`src/rtl/sar_scan_adc.sv`:
```
// Multi-channel successive-approximation ADC sequencer driving an R2R DAC and an
// external comparator, with optional per-channel averaging and continuous scanning.
module sar_scan_adc #(
    parameter int WIDTH         = 8,
    parameter int SETTLE_CYCLES = 6250,
    parameter int NUM_CH        = 4,
    parameter int AVG_LOG2      = 2
) (
    input  logic                                    clk,
    input  logic                                    reset,
    input  logic                                    start,
    input  logic                                    continuous,
    input  logic                                    avg_en,
    input  logic                                    comp_in,
    output logic [WIDTH-1:0]                        dac_out,
    output logic [((NUM_CH > 1) ? $clog2(NUM_CH) : 1)-1:0] ch_sel,
    output logic [WIDTH-1:0]                        result,
    output logic [((NUM_CH > 1) ? $clog2(NUM_CH) : 1)-1:0] result_ch,
    output logic                                    result_valid,
    output logic                                    scan_done,
    output logic                                    busy
);
    localparam int CH_W  = (NUM_CH > 1) ? $clog2(NUM_CH) : 1;
    localparam int ACC_W = WIDTH + AVG_LOG2;
    localparam int CNT_W = $clog2(SETTLE_CYCLES + 1);
    localparam int BIT_W = $clog2(WIDTH);
    localparam int AVG_W = (AVG_LOG2 > 0) ? AVG_LOG2 : 1;

    localparam logic [WIDTH-1:0] MSB_CODE  = {1'b1, {(WIDTH-1){1'b0}}};
    localparam logic [WIDTH-1:0] LSB_ONE   = {{(WIDTH-1){1'b0}}, 1'b1};
    localparam logic [CNT_W-1:0] SETTLE_LAST = CNT_W'(SETTLE_CYCLES - 1);
    localparam logic [BIT_W-1:0] BIT_TOP   = BIT_W'(WIDTH - 1);
    localparam logic [AVG_W-1:0] CONV_LAST = AVG_W'((1 << AVG_LOG2) - 1);
    localparam logic [CH_W-1:0]  CH_LAST   = CH_W'(NUM_CH - 1);

    typedef enum logic [1:0] {IDLE, TRIAL, DONE} state_t;

    state_t           r_state;
    logic             r_sync1, r_sync2;
    logic [WIDTH-1:0] r_dac;
    logic [BIT_W-1:0] r_bit;
    logic [CNT_W-1:0] r_settle;
    logic [ACC_W-1:0] r_acc;
    logic             r_avg;
    logic [AVG_W-1:0] r_conv;
    logic [CH_W-1:0]  r_ch;
    logic [WIDTH-1:0] r_result;
    logic [CH_W-1:0]  r_result_ch;
    logic             r_valid;
    logic             r_scan_done;
    logic             r_busy;

    logic [WIDTH-1:0] w_bit_mask;
    logic [WIDTH-1:0] w_code;
    logic [ACC_W-1:0] w_avg_res;
    logic             w_last_settle;
    logic             w_last_conv;
    logic             w_last_ch;

    // Trial bit is kept when the comparator says Vin >= Vdac, cleared otherwise.
    assign w_bit_mask    = LSB_ONE << r_bit;
    assign w_code        = r_sync2 ? r_dac : (r_dac & ~w_bit_mask);
    assign w_avg_res     = r_avg ? (r_acc >> AVG_LOG2) : r_acc;
    assign w_last_settle = (r_settle == SETTLE_LAST);
    assign w_last_conv   = !r_avg || (r_conv == CONV_LAST);
    assign w_last_ch     = (r_ch == CH_LAST);

    // NOTE: every register here is state updated on the clock edge, so all
    // assignments are non-blocking; blocking ones would create ordering races.
    always_ff @(posedge clk or negedge reset) begin
        if (!reset) begin
            r_state     <= IDLE;
            r_sync1     <= 1'b0;
            r_sync2     <= 1'b0;
            r_dac       <= '0;
            r_bit       <= '0;
            r_settle    <= '0;
            r_acc       <= '0;
            r_avg       <= 1'b0;
            r_conv      <= '0;
            r_ch        <= '0;
            r_result    <= '0;
            r_result_ch <= '0;
            r_valid     <= 1'b0;
            r_scan_done <= 1'b0;
            r_busy      <= 1'b0;
        end else begin
            r_sync1     <= comp_in;
            r_sync2     <= r_sync1;
            r_valid     <= 1'b0;
            r_scan_done <= 1'b0;
            case (r_state)
                IDLE: begin
                    if (start) begin
                        r_avg    <= avg_en && (AVG_LOG2 != 0);
                        r_ch     <= '0;
                        r_dac    <= MSB_CODE;
                        r_bit    <= BIT_TOP;
                        r_settle <= '0;
                        r_conv   <= '0;
                        r_acc    <= '0;
                        r_busy   <= 1'b1;
                        r_state  <= TRIAL;
                    end
                end
                TRIAL: begin
                    if (!w_last_settle) begin
                        r_settle <= r_settle + CNT_W'(1);
                    end else begin
                        r_settle <= '0;
                        if (r_bit != '0) begin
                            r_dac <= w_code | (w_bit_mask >> 1);
                            r_bit <= r_bit - BIT_W'(1);
                        end else begin
                            r_acc <= r_acc + ACC_W'(w_code);
                            if (w_last_conv) begin
                                r_dac   <= w_code;
                                r_state <= DONE;
                            end else begin
                                // Averaging: next conversion on the same channel, back to back.
                                r_conv <= r_conv + AVG_W'(1);
                                r_dac  <= MSB_CODE;
                                r_bit  <= BIT_TOP;
                            end
                        end
                    end
                end
                DONE: begin
                    r_result    <= WIDTH'(w_avg_res);
                    r_result_ch <= r_ch;
                    r_valid     <= 1'b1;
                    r_acc       <= '0;
                    r_conv      <= '0;
                    r_settle    <= '0;
                    r_bit       <= BIT_TOP;
                    if (!w_last_ch) begin
                        r_ch    <= r_ch + CH_W'(1);
                        r_dac   <= MSB_CODE;
                        r_state <= TRIAL;
                    end else begin
                        r_scan_done <= 1'b1;
                        r_ch        <= '0;
                        if (continuous) begin
                            r_avg   <= avg_en && (AVG_LOG2 != 0);
                            r_dac   <= MSB_CODE;
                            r_state <= TRIAL;
                        end else begin
                            r_dac   <= '0;
                            r_busy  <= 1'b0;
                            r_state <= IDLE;
                        end
                    end
                end
                default: r_state <= IDLE;
            endcase
        end
    end

    assign dac_out      = r_dac;
    assign ch_sel       = r_ch;
    assign result       = r_result;
    assign result_ch    = r_result_ch;
    assign result_valid = r_valid;
    assign scan_done    = r_scan_done;
    assign busy         = r_busy;
endmodule

```
`config.mk`:
```
export PLATFORM = sky130hd
export DESIGN_NAME = sar_scan_adc
export DESIGN_NICKNAME = d
export VERILOG_FILES = /design/src/rtl/sar_scan_adc.sv
export SDC_FILE = /design/constraint.sdc
export NUM_CORES = 1
export LEC_CHECK = 0
export BUFFER_PORTS_ARGS = -buffer_cell sky130_fd_sc_hd__buf_2
export CAP_MARGIN = 0
export CORE_MARGIN = 2
export CORE_UTILIZATION = 35
export DETAILED_ROUTE_END_ITERATION = 10
export RECOVER_POWER = 100
export SYNTH_ARGS = -nofsm -noshare
export SYNTH_HDL_FRONTEND = slang
export SYNTH_SLANG_ARGS = --single-unit
```
`constraint.sdc`:
```
create_clock -name clk -period 2.5 [get_ports clk]
set_input_delay 0.5 -clock clk [delete_from_list [all_inputs] [get_ports clk]]
set_output_delay 0.5 -clock clk [all_outputs]
set_load 0.05 [all_outputs]
```
# Word level (Yosys, flattened, before mapping)

Index checks and enable logic that the tools add are counted.

Register bits after elaboration: 56
Input bits: 6
Output and inout bits: 23
Word-level logic and storage cells: 99

Add/sub/neg operators: 5
Equal/unequal tests: 14
Shift-type cells: 1
Multiplexer cells: 46
Bitwise operators: 3
Reduce and logical (&&, ||, !) cells: 15

Operator list:

| kind                  | count |
|---|---|
| $mux 8                | 8 |
| $pmux 13 s3           | 1 |
| $mux 10               | 3 |
| $pmux 10 s3           | 1 |
| $mux 13               | 2 |
| $pmux 8 s3            | 1 |
| $reduce_and 4->1      | 5 |
| $mux 2                | 9 |
| $ne 2x2->1 const B    | 8 |
| $add 13x1->13 const B | 1 |
| $eq 13x13->1 const B  | 1 |
| $mux 3                | 4 |
| $pmux 2 s3            | 2 |
| $mux 1                | 11 |
| $add 10x8->10         | 1 |
| $pmux 3 s3            | 1 |
| $and 8x8->8           | 1 |
| $not 8->8             | 1 |
| $or 8x7->8            | 1 |
| $shl 1x3->8 const A   | 1 |
| $eq 2x2->1 const B    | 3 |
| $reduce_bool 3->1     | 2 |
| $reduce_and 5->1      | 1 |
| $add 2x1->2 const B   | 2 |
| 11 further kinds      | 13 |

# Depth between registers and ports, before layout

Gate-level depths: netlist (run 1).

Depth after elaboration: 8
Mapped depth: 11
Gate-level depth less buffers: 10

# Worst setup path after synthesis (run 1)

No wires, ideal clock.

Kind: register to register
Start point: reg r_bit[0]
End point: reg r_acc[8]
Setup time: 0.124 ns
Arrival time: 2.539 ns
Data required time: 2.376 ns
Setup slack: -0.163 ns
Cell stages (with the launch flop): 11
Path buffers: 0
Period minus slack after synthesis: 2.663 ns
Path through: dfrtp_1 > inv_1 > ha_1 > a21boi_0 > ha_1 > fa_1 > a21o_1 > a221oi_1 > o21ai_0 > nor4b_2 > a211o_1

Word-level cells in the longest chain between the ends: 8
Elaborated cells on any way between the ends: 11
Those cells by class: add/sub: 1; eq/ne: 1; shift: 1; mux: 4; bitwise: 2; reduce/logical: 2

Ends and longest elaborated chain:

| what                   | line | text |
|---|---|---|
| from (decl)            | 41   | `logic [BIT_W-1:0] r_bit;` |
| from (signal assigned) | 113  | `r_bit <= r_bit - BIT_W'(1);` |
| $shl 1x3->8            | 61   | `assign w_bit_mask = LSB_ONE << r_bit;` |
| $not 8->8              | 62   | `assign w_code = r_sync2 ? r_dac : (r_dac & ~w_bit_mask);` |
| $and 8x8->8            | 62   |  |
| $mux 8                 | 62   |  |
| $add 10x8->10          | 115  | `r_acc <= r_acc + ACC_W'(w_code);` |
| $mux 10                | 111  | `if (r_bit != '0) begin` |
| $mux 10                | 107  | `if (!w_last_settle) begin` |
| $pmux 10 s3            | 92   | `case (r_state)` |
| to (signal assigned)   | 115  |  |
| to (decl)              | 43   | `logic [ACC_W-1:0] r_acc;` |

Several ways; a longest one is shown, not always the timed one. The select of a mux whose other input is x is not followed.
A chain may end at the register's enable or synchronous reset.

# Worst setup path in the final report (run 1)

Ends and elaborated chain as after synthesis.

==> results of run 1 <==
cell type report:
| class | count | share of cell area |
|---|---|---|
| sequential | 56 | 0.380 |
| multi-input combinational | 242 | 0.468 |
| timing repair buffer | 54 | 0.0820 |
| tap | 108 | 0.0366 |
| inverter | 8 | 0.00813 |
| clock buffer | 7 | 0.0261 |
worst paths after layout:
| check | to | cells after the start | slack (ns) | start |
|---|---|---|---|---|
| setup reg to reg | r_acc[8] | 9 | 0.06 | r_bit[0] |
| max in group asynchronous | result[2] | 2 | 0.58 | reset |
| hold reg to reg | r_sync2 | 0 | 0.37 | r_sync1 |
| setup / recovery | r_acc[8] | 9 | 0.06 | r_bit[0] |
| hold / removal | r_sync1 | 1 | 0.29 | comp_in |
| min in group asynchronous | r_settle[6] | 1 | 0.46 | reset |
registers in the layout, summed over array words and instances (netlist names):
name and cells:
r_settle 13, r_acc 10, dac_out 8, result 8, r_bit 3, ch_sel 2, r_conv 2, r_state 2
result_ch 2, busy 1, r_avg 1, r_sync1 1, r_sync2 1, result_valid 1, scan_done 1
stage by stage:
stage	setup TNS (ns)	instances	total power, µW	util
6_report	0	475	1470	0.419
3_5_place_dp	-0.0708	468	962	0.413
4_1_cts	0	475	1500	0.425
3_3_place_gp	0	468	961	0.413
5_1_grt	-0.0753	475	1540	0.419
2_1_floorplan	0	318	931	-
where the power goes:
group          total, µW  switching [µW]  internal, µW  leakage (µW)
Clock                533             286           248     0.0000503
Combinational       30.8            23.6          7.18      0.000957
Sequential           908           0.899           907      0.000737
layer usage:
metal / global-route usage / vias to the layer above / wire (µm)
met3: 0.0267 / 7 / 205
met4: 0.0464 / 0 / 84
met1: 0.216 / 1196 / 3650
met2: 0.226 / 38 / 3110
met5: 0 / - / 0
li1: - / 1235 / -
placed cells by master (no fill, tap or decap), types with 3 or more instances in the layout:
| cell type | n |
|---|---|
| ha_1 | 20 |
| dfrtp_1 | 56 |
| a21o_1 | 4 |
| nand2b_1 | 5 |
| buf_4 | 25 |
| and3_1 | 4 |
| xnor2_1 | 6 |
| inv_1 | 6 |
| mux2i_1 | 10 |
| nor2b_1 | 3 |
| nand3_1 | 5 |
| o21ai_0 | 7 |
| xor2_1 | 9 |
| buf_2 | 4 |
| nor2_1 | 40 |
| nand4_1 | 3 |
| a21oi_1 | 24 |
| nor3_1 | 4 |
| clkbuf_8 | 7 |
| a21boi_0 | 5 |
| mux2_4 | 3 |
| a221oi_1 | 3 |
| and2_1 | 3 |
| clkbuf_1 | 24 |
| a22oi_1 | 3 |
| a21boi_1 | 4 |
| mux2_2 | 3 |
| o31ai_1 | 5 |
| o21ai_1 | 3 |
| nand2_1 | 28 |
kinds of logic (layout without fill, tap and decap cells):
group / Yosys count / in the layout / synth area share
AO/OA/AOI/OAI: 79 / 79 / 0.176
XOR/XNOR: 15 / 15 / 0.0410
adder cells (fa/ha/maj): 23 / 23 / 0.0923
buffers and inverters: 20 / 69 / 0.0289
flip-flops: 56 / 56 / 0.438
multiplexers: 16 / 16 / 0.0559
AND/OR/NAND/NOR: 109 / 109 / 0.168
what timing repair did:
action / CTS / global route
resized for setup: 4 / 5
hold buffers: 0 / 0
setup endpoints to repair: 1 / 3
==> impl_summary.log, run 1 <==
INFO  metric outcome = finished clean
INFO  metric gr-usage-all-layers = 0.149
INFO  metric ctsRootBufferMaster = clkbuf_8
INFO  metric worst_ir_drop_vdd = 179 µV
INFO  metric synth-seq-cells = 56
INFO  metric yosys_most_used_dff = dfrtp_1
INFO  metric placement.cell_area = 0.00364 mm²
INFO  metric critPathMaxFanout = 5
INFO  metric synth_seq_area_share = 0.438
INFO  metric timing.max_cap.violations = 0
INFO  metric vias_per_cell = 5.21
INFO  metric clock_tree.buffer_depth = 2
INFO  metric worst_ep_arrival_time = 2.64 ns
INFO  metric dp.final_hpwl = 5.36 mm
INFO  metric finalHoldViolCount = 0
INFO  metric synth_async_sr_flop_share = 1.00
INFO  metric worstSetupEndpointType = flip-flop
INFO  metric finalNetCount = 396
INFO  metric power.density_cell_area = 399 mW/mm²
INFO  metric synth.lib_cells_used.distinct = 57
INFO  metric detail_route.first_pass.iterations = 4
INFO  metric syn_area = 0.00320 mm²
INFO  metric synth.largest_area_cell = dfrtp_1
INFO  metric final_setup_skew = 0.00565 ns
INFO  metric clock_latency = 0.31 ns
INFO  metric synth_edf_count = 0
INFO  metric cpPeakStageDelay = 0.40 ns
INFO  metric pre_cts_ws = -0.0708 ns
INFO  metric finalCriticalPeriod = 2.44 ns
INFO  metric timing.fmax = 0.410 GHz
INFO  metric path_clk_slew = 0.10 ns
INFO  metric fillerInstances = 888
INFO  metric post-route-worst-setup-slack = 0.0620 ns
INFO  metric sum_of_routed_wire_length_over_all_layers = 7.06 mm
INFO  metric synth.cells.most_frequent = 56 x dfrtp_1, 41 x nor2_1, 27 x nand2_1
INFO  metric synth_top_area_frac = 0.438
INFO  metric fp.dieW = 99.6 µm
INFO  metric worstMarginPinSlew = 1.31 ns
INFO  metric dominant_cells_by_area_after_synthesis = dfrtp_1 44%, ha_1 8.6%, nor2_1 4.8%
INFO  metric static-leakage-power = 0.00174 µW
INFO  metric multi_input_comb_area = 0.00173 mm²
INFO  metric timing.critical_path.slowest_stage_cell = dfrtp_1
INFO  metric core_area = 0.00881 mm²
INFO  metric detail_route.iter0.violations = 69
INFO  metric insertedDiodeCount = 0
INFO  metric cp-start-kind = flip-flop
INFO  metric syn-instance-count = 318
INFO  metric yosysWarnings = 0
INFO  metric fin_crit_sh = 0.975
INFO  metric avg_synthesized_cell_area = 10.1 µm²
INFO  metric final_max_slew_viol_count = 0
INFO  metric drt-wirelength-per-cell = 14.9 µm
INFO  metric drc_errors = 0
INFO  metric vias = 2,476
INFO  metric path_buf_inv = 1
INFO  metric route.antenna.remaining_nets = 0
INFO  metric cts-buffers-inserted = 5
INFO  metric start_util = 0.363
INFO  metric finalHoldWorstSlack = 0.290 ns
INFO  metric min_delay_path_class = input pin to flip-flop
INFO  metric port-buffer-count = 28
INFO  metric global_route.overflow_total = 0
INFO  metric syn_nets = 347
INFO  metric grt_first_pass_wirelength = 11.9 mm
INFO  metric grt_setup_unrepaired = yes
INFO  metric die-height = 99.6 µm
INFO  metric path_delay_family = compound AO/OA/AOI/OAI gates
INFO  metric grt_pass1_vias = 2,411
INFO  metric grt_antenna_before_repair = 0
INFO  metric drive_above_1_share = 0.161
INFO  metric worst-endpoint-required = 2.70 ns
INFO  metric place_congestion = 0.869
INFO  metric finish.instance_area = 0.00369 mm²
INFO  metric number_of_clock_sinks = 56
INFO  metric finalSetupViolCount = 0
INFO  metric path_cells = inv_2, ha_4, a21boi_0, ha_1, a21o_1, a221oi_2, o21ai_1, nor4b_2, a211o_1
INFO  metric slew_headroom = 0.126
INFO  metric cts_setup_buffers = 0
INFO  metric design.die.area = 0.00993 mm²
INFO  metric grt_max_degree = 34
INFO  metric synth_most_common_cell = dfrtp_1
INFO  metric cts_tree = built
INFO  metric row_count = 34
INFO  metric boundaryPins = 29
INFO  metric sequential_cell_area = 0.00140 mm²
INFO  metric layout-area-overhead-vs-synth = 15.4%
INFO  metric h-tree-depth = 2
INFO  metric crit_type = flip-flop to flip-flop
Power figures use the tool's default switching activity.
==> run 2: changes to the inputs <==
--- a/config.mk
+++ b/config.mk
@@ -7,8 +7,10 @@
 export LEC_CHECK = 0
 export BUFFER_PORTS_ARGS = -buffer_cell sky130_fd_sc_hd__buf_2
 export CAP_MARGIN = 0
+export CORE_ASPECT_RATIO = 1.5
 export CORE_MARGIN = 2
 export CORE_UTILIZATION = 35
+export CTS_CLUSTER_DIAMETER = 30
 export DETAILED_ROUTE_END_ITERATION = 10
 export RECOVER_POWER = 100
 export SYNTH_ARGS = -nofsm -noshare
==> impl_summary.log, run 2 (synthesized netlist as in run 1, its figures left out) <==
INFO  metric outcome = finished clean
INFO  metric top_register = r_settle
INFO  metric min_delay_path_class = input pin to flip-flop
INFO  metric grt_pass1_vias = 2,571
INFO  metric layout.cells.most_common_list = 56 x dfrtp_1, 39 x nor2_1, 28 x nand2_1, 28 x buf_4
INFO  metric detail_route.iter0.violations = 106
INFO  metric timing.max_cap.violations = 0
INFO  metric route.antenna.remaining_nets = 0
INFO  metric insertedDiodeCount = 0
INFO  metric design.die.area = 0.00994 mm²
INFO  metric finalNetCount = 403
INFO  metric final_cells = 485
INFO  metric gr-usage-all-layers = 0.162
INFO  metric critPathMaxFanout = 4
INFO  metric worstMarginPinSlew = 1.48 ns
INFO  metric vias_per_cell = 5.22
INFO  metric post-route-worst-setup-slack = 0.0756 ns
INFO  metric largest_reg_flops = 13
INFO  metric row_count = 42
INFO  metric global_route.overflow_total = 0
INFO  metric worst-endpoint-required = 2.69 ns
INFO  metric start_util = 0.360
INFO  metric sum_of_routed_wire_length_over_all_layers = 7.28 mm
INFO  metric regToRegSetupSlack = 0.08 ns
INFO  metric port-buffer-count = 28
INFO  metric worst_ir_drop_vdd = 407 µV
INFO  metric detail_route.first_pass.iterations = 4
INFO  metric slew_headroom = 0.0166
INFO  metric fp.dieW = 82.1 µm
INFO  metric fillerInstances = 872
INFO  metric drt-wirelength-per-cell = 15.0 µm
INFO  metric worstSetupEndpointType = flip-flop
INFO  metric pre_cts_ws = -0.127 ns
INFO  metric finalHoldViolCount = 0
INFO  metric place_congestion = 0.814
INFO  metric vias = 2,531
INFO  metric boundaryPins = 29
INFO  metric grt_first_pass_wirelength = 12.4 mm
INFO  metric totalPowerFinal = 1800 µW
INFO  metric finish.instance_area = 0.00380 mm²
INFO  metric worst_ep_arrival_time = 2.62 ns
INFO  metric crit_type = flip-flop to flip-flop
INFO  metric die-height = 121 µm
INFO  metric cts-buffers-inserted = 5
INFO  metric dp.final_hpwl = 5.47 mm
INFO  metric layout-area-overhead-vs-synth = 18.8%
INFO  metric timing.fmax = 0.412 GHz
INFO  metric final_setup_skew = 0.00414 ns
INFO  metric h-tree-depth = 2
INFO  metric grt_max_degree = 28
INFO  metric cts_tree = built
INFO  metric final_max_slew_viol_count = 0
INFO  metric finalCriticalPeriod = 2.42 ns
INFO  metric number_of_clock_sinks = 56
INFO  metric core_area = 0.00888 mm²
INFO  metric place_inst = 474
INFO  metric drc_errors = 0
INFO  metric clock_tree.buffer_depth = 2
INFO  metric placement.cell_area = 0.00366 mm²
INFO  metric grt_antenna_before_repair = 0
INFO  metric reg.largest.list = r_settle: 13 flops, r_acc: 10 flops
INFO  metric finalSetupViolCount = 0
INFO  metric drive_above_1_share = 0.168
INFO  metric layout.cells.most_common = dfrtp_1
INFO  metric path_clk_slew = 0.07 ns
INFO  metric power.density_cell_area = 473 mW/mm²
INFO  metric ctsRootBufferMaster = clkbuf_16
INFO  metric clock_latency = 0.30 ns
INFO  metric static-leakage-power = 0.00180 µW
INFO  metric cp-start-kind = flip-flop
INFO  metric fin_crit_sh = 0.970
run 2: changes by cell type in the layout (fill, tap and decap cells not counted), sizes merged:
cell and delta:
clkbuf +4, buf +3, bufinv +1
run 2: worst paths after layout:
check | startpoint | end | cells past startpoint
max reg2reg | r_bit[0] | r_acc[8] | 9
max | r_bit[0] | r_acc[8] | 9
min | comp_in | r_sync1 | 1
max in group asynchronous | reset | r_acc[1] | 2
min reg2reg | r_sync1 | r_sync2 | 0
min in group asynchronous | reset | result_ch[1] | 1
run 2: power by group:
group,switching [µW],total (µW),internal [µW]
combinational,24.3,32.1,7.79
sequential,1.13,908,907
clock,329,858,528
total,355,1800,1440
run 2: layout make-up:
class	instances	area, µm²	share of cell area
flip-flops and latches	56	1400	0.369
clock buffers	7	153	0.0402
repair buffers	61	347	0.0912
inverters	8	30.0	0.00790
multi-input cells	242	1700	0.448
well taps	110	138	0.0362
clock inverters	1	30.0	0.00790
run 2: critical path, stage by stage, from the launching register on:
cell and delay (ns):
dfrtp_1 0.41, buf_4 0.14, ha_1 0.24, a21boi_0 0.28
ha_1 0.30, and3_1 0.18, a221oi_2 0.28, o21ai_1 0.11
nor4b_2 0.16, a211o_1 0.22
run 2: per-stage QoR:
stage | TNS (ns) | hold WS (ns) | util
after floorplan | 0 | 0.204 | -
after global placement | -0.0328 | 0.335 | 0.412
after detailed placement | -0.127 | 0.337 | 0.412
after CTS | 0 | 0.238 | 0.433
after global routing | -0.00396 | 0.304 | 0.428
final | 0 | 0.310 | 0.428
run 2: metal layers:
| layer | wire [µm] | part of all wire | track usage | vias to the layer above |
|---|---|---|---|---|
| li1 | - | - | - | 1249 |
| met1 | 3260 | 0.45 | 0.212 | 1228 |
| met2 | 3650 | 0.50 | 0.264 | 45 |
| met3 | 232 | 0.032 | 0.0290 | 9 |
| met4 | 137 | 0.019 | 0.0604 | 0 |
| met5 | 0 | 0 | 0 | - |
run 2: repair_timing:
item,in CTS,in global routing
gates resized for setup,4,6
setup buffers,0,3
pin swaps,1,3
hold buffers,0,0
endpoints found under the setup margin,1,3
